## config.mk

```make
export PLATFORM = sky130hd
export DESIGN_NAME = piso_stream_flat
export DESIGN_NICKNAME = d
export VERILOG_FILES = /design/src/rtl/piso_stream_if.sv /design/src/rtl/piso_stream.sv /design/src/flat_wrapper.sv
export SDC_FILE = /design/constraint.sdc
export NUM_CORES = 2
export LEC_CHECK = 0
export CAP_MARGIN = 25
export CORE_MARGIN = 5
export CORE_UTILIZATION = 25
export DETAILED_ROUTE_END_ITERATION = 8
export PLACE_DENSITY_LB_ADDON = 0.25
export SYNTH_ARGS = -nofsm -noshare
export SYNTH_HDL_FRONTEND = slang
export SYNTH_SLANG_ARGS = --single-unit
```

## constraint.sdc

```tcl
create_clock -name clk -period 2.59 [get_ports clk]
set_clock_uncertainty 0.15 [all_clocks]
set_input_delay 0.518 -clock clk [delete_from_list [all_inputs] [get_ports clk]]
set_output_delay 0.518 -clock clk [all_outputs]
set_load 0.02 [all_outputs]
```

## src/rtl/piso_stream_if.sv

```systemverilog
// rtl/piso_stream_if.sv - Parallel-word input and serial-beat output handshake bundle for piso_stream.
interface piso_stream_if #(
    parameter int N = 1344,
    parameter int M = 64
);
    localparam int W  = N / M;
    localparam int CW = $clog2(W + 1);

    logic          in_valid;
    logic          in_ready;
    logic [N-1:0]  in_data;
    logic [CW-1:0] in_len;
    logic          in_msb_first;
    logic          abort;
    logic          out_valid;
    logic          out_ready;
    logic [M-1:0]  out_data;
    logic          out_last;
    logic          busy;

    modport slave (
        input  in_valid, in_data, in_len, in_msb_first, abort, out_ready,
        output in_ready, out_valid, out_data, out_last, busy
    );

    modport master (
        output in_valid, in_data, in_len, in_msb_first, abort, out_ready,
        input  in_ready, out_valid, out_data, out_last, busy
    );
endinterface

```

## src/rtl/piso_stream.sv

```systemverilog
// rtl/piso_stream.sv - N-bit parallel word to M-bit beat serializer with zero-bubble reload and abort.
module piso_stream #(
    parameter int N = 1344,
    parameter int M = 64
) (
    input  logic           clk,
    input  logic           rst_n,
    piso_stream_if.slave   bus
);
    localparam int W  = N / M;
    localparam int CW = $clog2(W + 1);

    generate
        if (N % M != 0) begin : g_bad_width
            $error("piso_stream: N must be a multiple of M");
        end
    endgenerate

    typedef enum logic {S_IDLE, S_SHIFT} state_t;

    state_t        r_state, w_state_nxt;
    logic [N-1:0]  r_sreg, w_sreg_nxt;
    logic [CW-1:0] r_rem, w_rem_nxt;
    logic          r_msb, w_msb_nxt;
    // Holds in_ready low until the first edge after reset release.
    logic          r_alive;

    logic [CW-1:0] w_eff_len;
    logic          w_out_valid;
    logic          w_fire;
    logic          w_in_ready;
    logic          w_load;

    assign w_eff_len = ((bus.in_len == '0) || (bus.in_len > CW'(W))) ? CW'(W) : bus.in_len;

    always_comb begin
        w_state_nxt = r_state;
        w_sreg_nxt  = r_sreg;
        w_rem_nxt   = r_rem;
        w_msb_nxt   = r_msb;
        w_out_valid = (r_state == S_SHIFT);
        w_fire      = w_out_valid && bus.out_ready;
        w_in_ready  = 1'b0;
        if (!bus.abort) begin
            if (r_state == S_IDLE) w_in_ready = r_alive;
            else                   w_in_ready = w_fire && (r_rem == CW'(1));
        end
        w_load = bus.in_valid && w_in_ready;

        if (bus.abort) begin
            w_state_nxt = S_IDLE;
            w_rem_nxt   = '0;
        end else if (w_load) begin
            w_state_nxt = S_SHIFT;
            w_sreg_nxt  = bus.in_data;
            w_msb_nxt   = bus.in_msb_first;
            w_rem_nxt   = w_eff_len;
        end else if (w_fire) begin
            w_rem_nxt = r_rem - CW'(1);
            if (r_rem > CW'(1)) w_sreg_nxt = r_msb ? (r_sreg << M) : (r_sreg >> M);
            else                w_state_nxt = S_IDLE;
        end
    end

    always_ff @(posedge clk or negedge rst_n) begin
        if (!rst_n) begin
            r_state <= S_IDLE;
            r_sreg  <= '0;
            r_rem   <= '0;
            r_msb   <= 1'b0;
            r_alive <= 1'b0;
        end else begin
            r_state <= w_state_nxt;
            r_sreg  <= w_sreg_nxt;
            r_rem   <= w_rem_nxt;
            r_msb   <= w_msb_nxt;
            r_alive <= 1'b1;
        end
    end

    assign bus.in_ready  = w_in_ready;
    assign bus.out_valid = w_out_valid;
    assign bus.out_last  = w_out_valid && (r_rem == CW'(1));
    assign bus.busy      = (r_state == S_SHIFT);
    assign bus.out_data  = !w_out_valid ? '0 : (r_msb ? r_sreg[N-1 -: M] : r_sreg[M-1:0]);
endmodule

```

## src/flat_wrapper.sv

```systemverilog
// flat-port wrapper written by rule: the top's interface ports become plain ports
module piso_stream_flat 
#(
    parameter int N = 1344,
    parameter int M = 64
)
  (clk, rst_n, bus_in_valid, bus_in_data, bus_in_len, bus_in_msb_first, bus_abort, bus_out_ready, bus_in_ready, bus_out_valid, bus_out_data, bus_out_last, bus_busy);
  piso_stream_if #(.N(N), .M(M)) bus_i ();
  input  logic clk;
  input  logic rst_n;
  input wire logic [$bits(bus_i.in_valid)-1:0] bus_in_valid;
  input wire logic [$bits(bus_i.in_data)-1:0] bus_in_data;
  input wire logic [$bits(bus_i.in_len)-1:0] bus_in_len;
  input wire logic [$bits(bus_i.in_msb_first)-1:0] bus_in_msb_first;
  input wire logic [$bits(bus_i.abort)-1:0] bus_abort;
  input wire logic [$bits(bus_i.out_ready)-1:0] bus_out_ready;
  output wire logic [$bits(bus_i.in_ready)-1:0] bus_in_ready;
  output wire logic [$bits(bus_i.out_valid)-1:0] bus_out_valid;
  output wire logic [$bits(bus_i.out_data)-1:0] bus_out_data;
  output wire logic [$bits(bus_i.out_last)-1:0] bus_out_last;
  output wire logic [$bits(bus_i.busy)-1:0] bus_busy;
  assign bus_i.in_valid = bus_in_valid;
  assign bus_i.in_data = bus_in_data;
  assign bus_i.in_len = bus_in_len;
  assign bus_i.in_msb_first = bus_in_msb_first;
  assign bus_i.abort = bus_abort;
  assign bus_i.out_ready = bus_out_ready;
  assign bus_in_ready = bus_i.in_ready;
  assign bus_out_valid = bus_i.out_valid;
  assign bus_out_data = bus_i.out_data;
  assign bus_out_last = bus_i.out_last;
  assign bus_busy = bus_i.busy;
  piso_stream #(.N(N), .M(M)) u_core (.clk(clk), .rst_n(rst_n), .bus(bus_i));
endmodule
```

==> reports/qor.txt <==
Post-synth EDFFs: 0
CTS root buffer: clkbuf_16
Port bufs: 1,422
Pre-CTS setup slack: -0.3070 ns
P_leak: 40.87 nW
Cell Chain, Critical Path: mux2i_1, nor2b_2, buf_12
Area after DPL: 99,330 sq um
Worst slew pin tran: 0.8216 ns
Tcrit/Tclk final: 1.152
WL final: 509,800 microns
Final TNS setup: -18.06 ns
Worst-Skew Late Latency: 0.87 ns
Hold path start: bus_in_data[661]
Initial antenna violation count: 106
Die Area: 320,000 sq um
Slowest stage delay, CP: 0.83 ns
Critical path type: reg -> out
WP data required: 1.92 ns
Largest net degree at the start of global routing: 97
Max stage delay cell, worst path: dfrtp_1
Area Overhead vs Synth: 38.58%
Failing checks: setup timing
Worst Setup Slack, final: -0.3932 ns
Vias in the first global route: 77,422
DRC viols: 0
Initial core utilization: 0.2506
Die H: 565.7 microns
Pwr per Cell Area: 1224 nW/um^2
Vias post-DR: 80,349
Final ANT Viol Nets: 0
Post-DP HPWL: 408,800 microns
Critical Path AT: 2.32 ns
Synth top cells by count: nand2_1, dfrtp_1, mux2i_1
CTS tree: done
Post-Syn Nets: 10,392
Post-Syn Area per Cell: 8.544 sq um
Hold Path Stages: 3
Area leader, netlist: dfrtp_1
Longest Clk Path Bufs: 4
DRT iter0 DRCs: 10,084
Rel. slew slack: 0.4523
IO Pins: 1,423
GRT Total Usage: 0.2997
Row cnt: 204
Gr ovfl total: 0
Top-count cell post-synth: nand2_1
Async SR Flop Fraction: 1.000
Worst-path clk slew: 0.06 ns
Max frequency: 335.2 MHz
First-pass GRT wire length: 665,800 microns
H-Tree Depth: 4
Sequential Area: 33,840 sq um
Layout cells sized above 1: 0.09977
Finished Core Util: 0.3473
Hold WC Path Type: in -> reg
Sequential area share after synthesis: 0.4383
CTS buffer count: 181
Worst vdd ir: 0.5836 mV
Vias per Instance: 5.470
Post-synth top area share: 0.4383
Area contributors post-synth: dfrtp_1, mux2i_1, nand2_1
Final std cells w/o fill: 14,688
Critical path depth: 3
Mapped Area: 77,200 sq um
Main synth FF type: dfrtp_1
Max FO, Critical Path: 3
Max Slew Vio Count: 0
Yosys reg bits: 1,352
Core area: 308,100 sq um
Avg WL per Cell: 34.71 microns
Crit path from: u_core.r_sreg[14]
Worst r2r src: u_core.r_rem[1]
Final setup viols: 69
Final instance area: 107,000 sq um
Overall Power: 130.9 mW
Worst Path Buf+Inv: 1
TritonRoute pass-1 iters: 5
Max_cap viols: 0
YS warnings: 0
Number of distinct library cells after synthesis: 42
Startpoint types: register
TritonCTS Sinks: 1,352
Min cycle time layout: 2.983 ns
Setup crit end kind: output port
Unrepaired setup endpoints after global routing: true
# fillers: 31,680
Die X: 565.7 microns
Multi-input logic area: 39,590 sq um
Delay-heaviest family, CP: flip-flops
Outcome: finished with violations
Placed insts: 14,255
Final hold vios: 0
Gp weighted congestion: 0.9684
Worst hold margin: 0.07128 ns
Worst reg-to-reg path cell count: 11
Layout net count: 11,754
Synth Instances: 9,035
flip-flops by register name, indices dropped and copies added, names as in the netlist:
signal,count
u_core.bus.busy,1
u_core.r_sreg,1344
u_core.r_rem,5
u_core.r_alive,1
u_core.r_msb,1
logic make-up (layout without fill, tap and decap cells):
logic type                 after synthesis  count (layout)  share of synthesized area
DFF                                   1352            1352                     0.4383
muxes                                 1280            1280                     0.1660
buffers and inverters                  903            2392                    0.05632
adders and majority gates                2               2                  0.0003241
and+or+nand+nor                       2787            2787                     0.1429
AOI/OAI and AO/OA                     2710            2710                     0.1961
other                                    1              45                 0.00004858
tightest hold or removal path, stage by stage:
cell and delay (ns):
clkdlybuf4s50_1 0.41, nand2_1 0.06, o21ai_1 0.05
what timing repair did:
| action | 4_1_cts | 5_1_grt |
|---|---|---|
| endpoints found under the setup margin | 153 | 166 |
| setup buffers | 29 | 20 |
| pin swaps | 2 | 5 |
| gates resized for setup | 262 | 80 |
| cloned | 4 | 14 |
| hold buffers | 21 | 0 |
| hold endpoints to repair | 280 | 0 |
power breakdown:
part | switching (mW) | internal, mW
clock | 10.5 | 14.8
sequential | 23.1 | 31.3
combinational | 26.3 | 24.8
total | 59.9 | 71.0
per-layer routing:
| metal | global-route usage | wire length (microns) |
|---|---|---|
| met4 | 0.1738 | 36060 |
| met3 | 0.06478 | 43660 |
| met5 | 0 | 375 |
| met1 | 0.3845 | 203400 |
| met2 | 0.4653 | 226300 |
final timing paths:
kind / endpoint / slack, ns
worst max register to register: u_core.r_sreg[674] / -0.01
min in group asynchronous: u_core.r_sreg[528] / 0.18
worst max-delay path: bus_out_data[14] / -0.39
max in group asynchronous: u_core.r_sreg[1142] / 1.00
worst min register to register: u_core.r_sreg[1298] / 0.40
worst min-delay path: u_core.r_sreg[661] / 0.07
layout by cell type, fill, tap and decap left out, types with 26 or more instances in the layout:
cell type / n
a21oi_1: 260
o21ai_1: 400
buf_12: 211
o21ai_0: 818
dfrtp_1: 1348
mux2i_1: 1241
clkbuf_1: 52
nand3_1: 66
nor2_1: 131
buf_4: 423
buf_6: 30
nor2b_1: 38
mux2i_4: 26
diode_2: 44
clkbuf_8: 40
o22ai_1: 1215
clkbuf_16: 196
nand3b_1: 64
clkdlybuf4s50_1: 1353
nand2_1: 2436
cell type report:
| class | count | share of cell area |
|---|---|---|
| multi-input cells | 6780 | 0.3701 |
| flip-flops and latches | 1352 | 0.3163 |
| repair buffers | 2080 | 0.2107 |
| clock buffers | 274 | 0.04954 |
| well taps | 4120 | 0.04818 |
| clock inverters | 36 | 0.004082 |
| diodes | 44 | 0.001029 |
| inverters | 2 | 0.00007017 |
No activity file was read; power rests on OpenSTA's default activity.
